**config.mk**
```make
export PLATFORM = sky130hd
export DESIGN_NAME = calendar_counter
export DESIGN_NICKNAME = d
export VERILOG_FILES = /design/src/rtl/calendar_pkg.sv /design/src/rtl/rise_detect.sv /design/src/rtl/calendar_counter.sv
export SDC_FILE = /design/constraint.sdc
export NUM_CORES = 1
export LEC_CHECK = 0
export ABC_AREA = 1
export CELL_PAD_IN_SITES_DETAIL_PLACEMENT = 1
export CELL_PAD_IN_SITES_GLOBAL_PLACEMENT = 1
export CORE_AREA = 3 3 99 101
export DETAILED_ROUTE_END_ITERATION = 10
export DIE_AREA = 0 0 102 104
export GPL_ROUTABILITY_DRIVEN = 0
export GPL_TIMING_DRIVEN = 0
export PLACE_DENSITY_LB_ADDON = 0.2
export SLEW_MARGIN = 10
export SYNTH_ARGS = -nofsm -noshare
export SYNTH_HDL_FRONTEND = slang
export SYNTH_SLANG_ARGS = --single-unit
```
**constraint.sdc**
```tcl
create_clock -name clk -period 9.3 [get_ports clk]
set_clock_uncertainty 0.15 [all_clocks]
set_input_delay 1.86 -clock clk [delete_from_list [all_inputs] [get_ports clk]]
set_output_delay 1.86 -clock clk [all_outputs]
set_load 0.005 [all_outputs]
```
**src/rtl/calendar_pkg.sv**
```systemverilog
// Calendar field widths, limits, reset defaults and month-length helper.
// Optional build macro: CENTURY_LEAP_EN (February gets 29 days when year[1:0]==0).
package calendar_pkg;

    localparam int unsigned SEC_W   = 6;
    localparam int unsigned MIN_W   = 6;
    localparam int unsigned HOUR_W  = 5;
    localparam int unsigned DAY_W   = 5;
    localparam int unsigned MONTH_W = 4;
    localparam int unsigned YEAR_W  = 7;
    localparam int unsigned STEP_W  = 7;

    localparam int unsigned SEC_MAX   = 59;
    localparam int unsigned MIN_MAX   = 59;
    localparam int unsigned HOUR_MAX  = 23;
    localparam int unsigned MONTH_MAX = 12;
    localparam int unsigned YEAR_MAX  = 99;

    localparam int unsigned RST_YEAR  = 0;
    localparam int unsigned RST_MONTH = 1;
    localparam int unsigned RST_DAY   = 1;

    // Bit positions of the adjust requests inside the packed request vector.
    localparam int unsigned ADJ_N       = 12;
    localparam int unsigned ADJ_UP_S    = 0;
    localparam int unsigned ADJ_DN_S    = 1;
    localparam int unsigned ADJ_UP_M    = 2;
    localparam int unsigned ADJ_DN_M    = 3;
    localparam int unsigned ADJ_UP_H    = 4;
    localparam int unsigned ADJ_DN_H    = 5;
    localparam int unsigned ADJ_UP_D    = 6;
    localparam int unsigned ADJ_DN_D    = 7;
    localparam int unsigned ADJ_UP_MO   = 8;
    localparam int unsigned ADJ_DN_MO   = 9;
    localparam int unsigned ADJ_UP_Y    = 10;
    localparam int unsigned ADJ_DN_Y    = 11;

    // Complete timekeeping state.
    typedef struct packed {
        logic [YEAR_W-1:0]  year;
        logic [MONTH_W-1:0] month;
        logic [DAY_W-1:0]   day;
        logic [HOUR_W-1:0]  hour;
        logic [MIN_W-1:0]   min;
        logic [SEC_W-1:0]   sec;
    } cal_time_t;

    // Length of a month; the leap term exists only in the leap-enabled build.
    function automatic logic [DAY_W-1:0] days_in_month(
        input logic [MONTH_W-1:0] month,
        input logic [YEAR_W-1:0]  year
    );
        logic [DAY_W-1:0] d;
        case (month)
            MONTH_W'(2): begin
`ifdef CENTURY_LEAP_EN
                d = (year[1:0] == 2'b00) ? DAY_W'(29) : DAY_W'(28);
`else
                d = DAY_W'(28);
`endif
            end
            MONTH_W'(4), MONTH_W'(6), MONTH_W'(9), MONTH_W'(11): d = DAY_W'(30);
            default: d = DAY_W'(31);
        endcase
        return d;
    endfunction

    // Single-field up/down step with wrap inside [lo, hi]; both strobes cancel.
    function automatic logic [STEP_W-1:0] step_field(
        input logic [STEP_W-1:0] v,
        input logic [STEP_W-1:0] lo,
        input logic [STEP_W-1:0] hi,
        input logic              up,
        input logic              dn
    );
        logic [STEP_W-1:0] r;
        r = v;
        if (up && !dn) begin
            r = (v >= hi) ? lo : v + STEP_W'(1);
        end else if (dn && !up) begin
            r = (v <= lo) ? hi : v - STEP_W'(1);
        end
        return r;
    endfunction

endpackage

```
**src/rtl/rise_detect.sv**
```systemverilog
// Rising-edge detector: history flop plus AND-NOT, history cleared on reset.
module rise_detect (
    input  logic clk,
    input  logic rst_n,
    input  logic level_i,
    output logic pulse_c_o
);

    logic hist_q;

    // Track the previous level every cycle.
    always_ff @(posedge clk or negedge rst_n) begin
        if (!rst_n) begin
            hist_q <= 1'b0;
        end else begin
            hist_q <= level_i;
        end
    end

    assign pulse_c_o = level_i & ~hist_q;

endmodule

```
**src/rtl/calendar_counter.sv**
```systemverilog
// Century clock timekeeping datapath: 1 Hz cascade in run mode, per-field
// adjust in set mode. Optional build macro: CENTURY_LEAP_EN.
module calendar_counter
    import calendar_pkg::*;
#(
    parameter int unsigned RESET_YEAR  = RST_YEAR,
    parameter int unsigned RESET_MONTH = RST_MONTH,
    parameter int unsigned RESET_DAY   = RST_DAY
) (
    input  logic               clk,
    input  logic               rst_n,
    input  logic               tick_1hz,
    input  logic               run,
    input  logic               up_s,
    input  logic               down_s,
    input  logic               up_m,
    input  logic               down_m,
    input  logic               up_h,
    input  logic               down_h,
    input  logic               up_d,
    input  logic               down_d,
    input  logic               up_mo,
    input  logic               down_mo,
    input  logic               up_y,
    input  logic               down_y,
    output logic [SEC_W-1:0]   sec,
    output logic [MIN_W-1:0]   min,
    output logic [HOUR_W-1:0]  hour,
    output logic [DAY_W-1:0]   day,
    output logic [MONTH_W-1:0] month,
    output logic [YEAR_W-1:0]  year,
    output logic               century_wrap
);

    logic [ADJ_N-1:0] adj_lvl;
    logic [ADJ_N-1:0] adj_pulse;
    cal_time_t        t_q, t_d;
    logic             wrap_q, wrap_d;
    logic [DAY_W-1:0] dim_cur;
    logic [DAY_W-1:0] dim_new;

    assign adj_lvl = {down_y, up_y, down_mo, up_mo, down_d, up_d,
                      down_h, up_h, down_m, up_m, down_s, up_s};

    // One edge detector per adjust request; history runs regardless of mode.
    for (genvar g = 0; g < ADJ_N; g++) begin : g_rise
        rise_detect u_rise (
            .clk       (clk),
            .rst_n     (rst_n),
            .level_i   (adj_lvl[g]),
            .pulse_c_o (adj_pulse[g])
        );
    end

    // Next-state: full single-cycle carry on tick, or independent field steps.
    always_comb begin
        t_d     = t_q;
        wrap_d  = 1'b0;
        dim_cur = days_in_month(t_q.month, t_q.year);
        dim_new = dim_cur;

        if (run) begin
            if (tick_1hz) begin
                if (t_q.sec == SEC_W'(SEC_MAX)) begin
                    t_d.sec = '0;
                    if (t_q.min == MIN_W'(MIN_MAX)) begin
                        t_d.min = '0;
                        if (t_q.hour == HOUR_W'(HOUR_MAX)) begin
                            t_d.hour = '0;
                            if (t_q.day >= dim_cur) begin
                                t_d.day = DAY_W'(1);
                                if (t_q.month == MONTH_W'(MONTH_MAX)) begin
                                    t_d.month = MONTH_W'(1);
                                    if (t_q.year == YEAR_W'(YEAR_MAX)) begin
                                        t_d.year = '0;
                                        wrap_d   = 1'b1;
                                    end else begin
                                        t_d.year = t_q.year + YEAR_W'(1);
                                    end
                                end else begin
                                    t_d.month = t_q.month + MONTH_W'(1);
                                end
                            end else begin
                                t_d.day = t_q.day + DAY_W'(1);
                            end
                        end else begin
                            t_d.hour = t_q.hour + HOUR_W'(1);
                        end
                    end else begin
                        t_d.min = t_q.min + MIN_W'(1);
                    end
                end else begin
                    t_d.sec = t_q.sec + SEC_W'(1);
                end
            end
        end else begin
            t_d.sec   = SEC_W'(step_field(STEP_W'(t_q.sec), '0, STEP_W'(SEC_MAX),
                                          adj_pulse[ADJ_UP_S], adj_pulse[ADJ_DN_S]));
            t_d.min   = MIN_W'(step_field(STEP_W'(t_q.min), '0, STEP_W'(MIN_MAX),
                                          adj_pulse[ADJ_UP_M], adj_pulse[ADJ_DN_M]));
            t_d.hour  = HOUR_W'(step_field(STEP_W'(t_q.hour), '0, STEP_W'(HOUR_MAX),
                                           adj_pulse[ADJ_UP_H], adj_pulse[ADJ_DN_H]));
            t_d.month = MONTH_W'(step_field(STEP_W'(t_q.month), STEP_W'(1), STEP_W'(MONTH_MAX),
                                            adj_pulse[ADJ_UP_MO], adj_pulse[ADJ_DN_MO]));
            t_d.year  = YEAR_W'(step_field(STEP_W'(t_q.year), '0, STEP_W'(YEAR_MAX),
                                           adj_pulse[ADJ_UP_Y], adj_pulse[ADJ_DN_Y]));
            // Day wraps against the current month, then clamps to the new one.
            t_d.day   = DAY_W'(step_field(STEP_W'(t_q.day), STEP_W'(1), STEP_W'(dim_cur),
                                          adj_pulse[ADJ_UP_D], adj_pulse[ADJ_DN_D]));
            dim_new   = days_in_month(t_d.month, t_d.year);
            if (t_d.day > dim_new) begin
                t_d.day = dim_new;
            end
        end
    end

    // Field and wrap-pulse registers.
    always_ff @(posedge clk or negedge rst_n) begin
        if (!rst_n) begin
            t_q.sec   <= '0;
            t_q.min   <= '0;
            t_q.hour  <= '0;
            t_q.day   <= DAY_W'(RESET_DAY);
            t_q.month <= MONTH_W'(RESET_MONTH);
            t_q.year  <= YEAR_W'(RESET_YEAR);
            wrap_q    <= 1'b0;
        end else begin
            t_q       <= t_d;
            wrap_q    <= wrap_d;
        end
    end

    assign sec          = t_q.sec;
    assign min          = t_q.min;
    assign hour         = t_q.hour;
    assign day          = t_q.day;
    assign month        = t_q.month;
    assign year         = t_q.year;
    assign century_wrap = wrap_q;

endmodule

```
==> impl_metrics.csv, run 1 <==
group,metric,value,unit
clock_network,clock_sinks,46,
global_route,use_met2,0.398,
global_route,antenna_found_initial,0,
global_route,grt_pass1_wl,19500,um
detailed_routing,wl_per_cell,15.2,um
die,die_w,102,um
setup_path,criticalPathCategory,"input pin to flip-flop",
detailed_routing,vias,3951,
timing,hold_viol,0,
job,cap_violations,0,
placed_design,placed_cell_area,0.00447,mm2
timing,min_period_over_period,0.475,
hold_path,hp-start,"month[0]",
clock_network,clk_pin_slew,0.09,ns
setup_path,required,9.39,ns
timing,max_freq,0.226,GHz
die,placementRows,35,
global_route,grt_pass1_vias,4195,
layout,drive_gt1_frac,0.0572,
clock_network,root_buffer,"clkbuf_8",
pwr,leakage,2.31,nW
setup_path,crit_path_max_incr_delay,0.51,ns
die,pin_count,50,
die,die_h,104,um
clock_network,cts_buffers,5,
synth,async_reset_ff_frac,1.00,
die,dieArea,0.0106,mm2
layout,diodes,0,
pwr,p_total,1.38,mW
timing,tns,0,ns
placed_design,dp_cells,732,
synth,synth_seq_cells,46,
synth,synthFlopType,"dfrtp_1",
timing,setup_violations,0,
global_route,grt_util_met1,0.282,
timing,holdWs,0.416,ns
layout,regArea,0.00115,mm2
clock_network,cts_hold_buffers,0,
setup_path,critPathMostFrequentCell,"nand2_1",
die,initial_core_util,0.422,
setup_path,slowest_stage,"clkdlybuf4s50_1",
synth,syn_inst,572,
synth,avgSynthCellArea,6.71,um2
synth,synth_edf_count,0,
timing,slew_headroom,0.535,
synth,yosys_warnings,0,
pwr,ir_drop,0.122,mV
die,core,0.00911,mm2
clock_network,cts_max_path_buffers,2,
layout,postLayoutCoreUtil,0.501,
setup_path,cp-start-kind,"input pin",
detailed_routing,drt-total-wl,11200,um
clock_network,post_cts_resized,0,
clock_network,post_cts_buffers,0,
timing,worst_slack,4.88,ns
timing,worst_pin_slew,0.690,ns
timing,rsz0062_at_grt,"no",
setup_path,crit_start,"down_d",
global_route,grt.busiest_layer,"met2",
placed_design,portBuffers,48,
clock_network,insertion_delay,0.31,ns
synth,synth_area,0.00384,mm2
global_route,gr-usage-met3,0.0241,
global_route,grt_overflow,0,
timing,maxSlewViolCount,0,
detailed_routing,vias_per_cell,5.34,
placed_design,place_ws,4.57,ns
detailed_routing,drtIter0Drc,148,
detailed_routing,drc,0,
synth,syn-num-nets,608,
synth,ys_types,44,
setup_path,path_cells,"clkdlybuf4s50_1 > nand2_1 > nor2_1 > inv_1 > a21oi_1 > nand2_1 > o21ai_0 > inv_1 > ha_1 > inv_1 > nor2_1 > o21a_1 > nand3_1 > nor2_1 > nand2_1 > nand2_1 > nand3_1 > a21oi_1",
placed_design,dp_hpwl,8890,um
setup_path,reg2reg_from,"month[0]",
detailed_routing,dr.pass1.iters,4,
global_route,grt_max_degree,26,
timing,finalCriticalPeriod,4.42,ns
setup_path,crit_path_max_fanout,7,
layout,syn_to_final_growth,18.9,%
run_status,status,"completed",
global_route,grtUsageTotal,0.220,
layout,nets,664,
setup_path,arrival,4.51,ns
layout,fillers,1228,
detailed_routing,antenna_left,0,
clock_network,htreeDepth,2,
hold_path,hold_path_class,"flip-flop to flip-flop",
synth,ys_seq_area_frac,0.300,
setup_path,crit_path_end_kind,"flip-flop",
pwr,powerDensity,302,mW/mm2
clock_network,cts_tree,"built",
layout,final_cells,740,
layout,design_area,0.00457,mm2
layout,multiInputGateArea,0.00226,mm2
-- critical path, delay by kind of cell --
kind / cells / cell delay [ns]
compound gates: 4 / 0.55
fa+ha+maj: 1 / 0.29
buf+inv: 4 / 0.77
simple gates: 9 / 1.03
-- cells in the final DEF, fill, tap and decap left out, types with 2 or more instances in the layout --
master and n:
a21oi_1 29, a22oi_1 13, a31oi_1 6, buf_2 9, clkbuf_1 5, clkbuf_8 6
clkdlybuf4s50_1 47, clkinv_2 2, dfrtp_1 44, dfstp_2 2, ha_1 20, inv_1 92
nand2_1 144, nand2_2 4, nand3_1 47, nand4_1 5, nor2_1 45, nor3_1 2
nor3b_1 2, nor4_1 2, o211ai_1 7, o21a_1 3, o21ai_0 41, o21ai_1 4
o21ai_2 3, o32ai_1 3, xnor2_1 4, xor2_1 19
-- state kept, by name (all words and copies together) (netlist names) --
signal	count
century_wrap	1
day	5
g_rise.u_rise.hist_q	12
hour	5
min	6
month	4
sec	6
year	7
-- kinds of logic (layout without fill, tap and decap cells) --
kind of cell,Yosys count,in the layout,share of synthesized area
fa+ha+maj,20,20,0.0652
simple gates,257,257,0.285
flops,46,46,0.300
buf+inv,108,165,0.111
xor+xnor,23,23,0.0525
compound gates,118,118,0.186
-- cells in the mapped netlist, drive strengths merged, types with 2 or more instances --
cell type,number,area [um2]
inv,93,349
buf,9,51.3
nand4,5,31.3
ha,20,250
nor3b,2,15.0
xor2,19,166
o32ai,3,26.3
o21ai,48,252
nor2,46,175
o211ai,7,52.6
a22oi,13,97.6
clkbuf,5,20.0
dfrtp,44,1100
dfstp,2,52.6
nand3,49,263
a21oi,31,170
xnor2,4,35.0
nor3,3,20.0
o21a,3,22.5
nor4,2,12.5
a31oi,6,37.5
nand2,148,566
-- final timing paths --
kind / slack [ns] / depth (start not counted) / endpoint
worst max-delay path: 4.88 / 18 / day[1]
worst min-delay path: 0.42 / 2 / month[0]
worst max register to register: 5.42 / 25 / day[1]
worst min register to register: 0.42 / 2 / month[0]
max in group asynchronous: 7.06 / 2 / min[0]
min in group asynchronous: 1.38 / 1 / g_rise[7].u_rise.hist_q
-- where the power goes --
group / internal (mW) / total, mW / switching, mW
Clock: 0.0602 / 0.135 / 0.0750
Combinational: 0.376 / 0.874 / 0.498
Sequential: 0.272 / 0.367 / 0.0958
-- per-layer routing --
layer  up-vias  wire [um]  part of all wire
li1       1976          -                 -
met5         -          0                 0
met2        49       5850              0.52
met4         0         85            0.0076
met3         6        243             0.022
met1      1920       5050              0.45
-- layout make-up --
type / instances / area share
clock inverter: 1 / 0.00110
clock buffer: 7 / 0.0189
sequential: 46 / 0.253
tap: 111 / 0.0304
timing repair buffer: 49 / 0.109
multi-input combinational: 418 / 0.495
buffer: 14 / 0.0156
inverter: 94 / 0.0776
No activity file was read; power rests on OpenSTA's default activity.
==> run 2, diff against run 1 <==
--- a/config.mk
+++ b/config.mk
@@ -8,9 +8,9 @@
 export ABC_AREA = 1
 export CELL_PAD_IN_SITES_DETAIL_PLACEMENT = 1
 export CELL_PAD_IN_SITES_GLOBAL_PLACEMENT = 1
-export CORE_AREA = 3 3 99 101
+export CORE_AREA = 3 3 108 110
 export DETAILED_ROUTE_END_ITERATION = 10
-export DIE_AREA = 0 0 102 104
+export DIE_AREA = 0 0 111 113
 export GPL_ROUTABILITY_DRIVEN = 0
 export GPL_TIMING_DRIVEN = 0
 export PLACE_DENSITY_LB_ADDON = 0.2
==> constraint.sdc (replaced) <==
create_clock -name clk -period 4.05 [get_ports clk]
set_clock_uncertainty 0.15 [all_clocks]
set_input_delay 0.81 -clock clk [delete_from_list [all_inputs] [get_ports clk]]
set_output_delay 0.81 -clock clk [all_outputs]
set_load 0.005 [all_outputs]
==> impl_metrics.csv, run 2 (synthesis results as in run 1) <==
group,metric,value,unit
clock_network,insertion_delay,0.31,ns
detailed_routing,drtIter0Drc,120,
timing,hold_viol,0,
pwr,leakage,2.32,nW
layout,layout_commonest_cell,"nand2_1",
detailed_routing,dr.pass1.iters,4,
setup_path,crit_path_end_kind,"flip-flop",
timing,holdWs,0.294,ns
setup_path,critPathMostFrequentCell,"nand2_1",
global_route,grt_pass1_wl,19200,um
clock_network,htreeDepth,2,
setup_path,arrival,3.73,ns
timing,rsz0062_at_grt,"no",
setup_path,rr_worst_depth,25,
layout,syn_to_final_growth,20.3,%
timing,worst_pin_slew,0.626,ns
layout,design_area,0.00462,mm2
detailed_routing,vias_per_cell,5.08,
setup_path,crit_path_max_incr_delay,0.55,ns
timing,min_period_over_period,0.908,
placed_design,placed_cell_area,0.00451,mm2
timing,maxSlewViolCount,0,
die,placementRows,38,
clock_network,cts_max_path_buffers,2,
placed_design,portBuffers,48,
clock_network,cts_buffers,5,
layout,drive_gt1_frac,0.0619,
global_route,antenna_found_initial,0,
setup_path,slowest_stage,"dfstp_2",
setup_path,cp-start-kind,"flip-flop",
global_route,grtUsageTotal,0.182,
detailed_routing,antenna_left,0,
timing,slew_headroom,0.578,
die,die_h,113,um
setup_path,crit_path_max_fanout,8,
hold_path,hold_path_class,"input pin to asynchronous set/reset pin",
timing,max_freq,0.272,GHz
clock_network,root_buffer,"clkbuf_8",
layout,diodes,0,
layout,nets,665,
timing,setup_violations,0,
detailed_routing,drc,0,
detailed_routing,vias,3913,
setup_path,required,4.11,ns
layout,top_regs,"g_rise.u_rise.hist_q (12), year (7)",
timing,finalCriticalPeriod,3.68,ns
die,initial_core_util,0.356,
run_status,status,"completed",
die,core,0.0108,mm2
layout,largest_reg_flops,12,
global_route,grt_pass1_vias,4170,
detailed_routing,drt-total-wl,11300,um
job,cap_violations,0,
setup_path,criticalPathCategory,"flip-flop to flip-flop",
pwr,powerDensity,688,mW/mm2
setup_path,crit_buf_inv,5,
die,pin_count,50,
clock_network,cts_tree,"built",
clock_network,clock_sinks,46,
die,die_w,111,um
layout,top_register,"g_rise.u_rise.hist_q",
placed_design,dp_hpwl,8850,um
pwr,ir_drop,0.286,mV
clock_network,clk_pin_slew,0.09,ns
placed_design,place_ws,0.0690,ns
layout,mostFrequentLayoutCells,"nand2_1 (143), inv_1 (92), nand3_1 (47), clkdlybuf4s50_1 (47), nor2_1 (45)",
die,dieArea,0.0125,mm2
setup_path,cp.depth,25,
detailed_routing,wl_per_cell,14.7,um
global_route,grt_max_degree,30,
pwr,p_total,3.18,mW
setup_path,path_delay_family,"simple AND/OR/NAND/NOR gates",
timing,worst_slack,0.372,ns
global_route,grt_overflow,0,
timing,tns,0,ns
## run 2: timing repair
action                                  4_1_cts  5_1_grt
endpoints found under the setup margin        0        2
gates resized for setup                       0        4
setup buffers                                 0        1
hold buffers                                  0        0
## run 2: worst paths after layout
kind,slack [ns],startpoint,to
worst max-delay path,0.37,month[0],day[1]
worst min-delay path,0.29,rst_n,min[3]
worst max register to register,0.37,month[0],day[1]
worst min register to register,0.36,month[0],month[0]
max in group asynchronous,2.93,rst_n,month[1]
min in group clk,0.36,month[0],month[0]
## run 2: metrics by stage
step / util / instances
3_3_place_gp: 0.417 / 760
2_1_floorplan: - / 572
6_report: 0.428 / 770
5_1_grt: 0.428 / 770
4_1_cts: 0.426 / 769
3_5_place_dp: 0.418 / 761
## run 2: per-layer routing
metal,up-vias,part of all wire,global-route usage
met4,0,0.016,0.0509
li1,1980,-,-
met5,-,0,0
met2,47,0.50,0.331
met3,14,0.021,0.0273
met1,1872,0.47,0.224
## run 2: where the power goes
group          switching [mW]  internal [mW]  leakage [nW]
logic                    1.15          0.878          1.74
clock network           0.172          0.140        0.0455
registers               0.211          0.623         0.533
## run 2: cell type report
cell class | instances | area, um2
Clock buffer | 8 | 90.1
Tap cell | 140 | 175
Sequential cell | 46 | 1150
Timing Repair Buffer | 50 | 503
Multi-Input combinational cell | 418 | 2270
Inverter | 94 | 354
Fill cell | 1392 | 6170
Buffer | 14 | 71.3
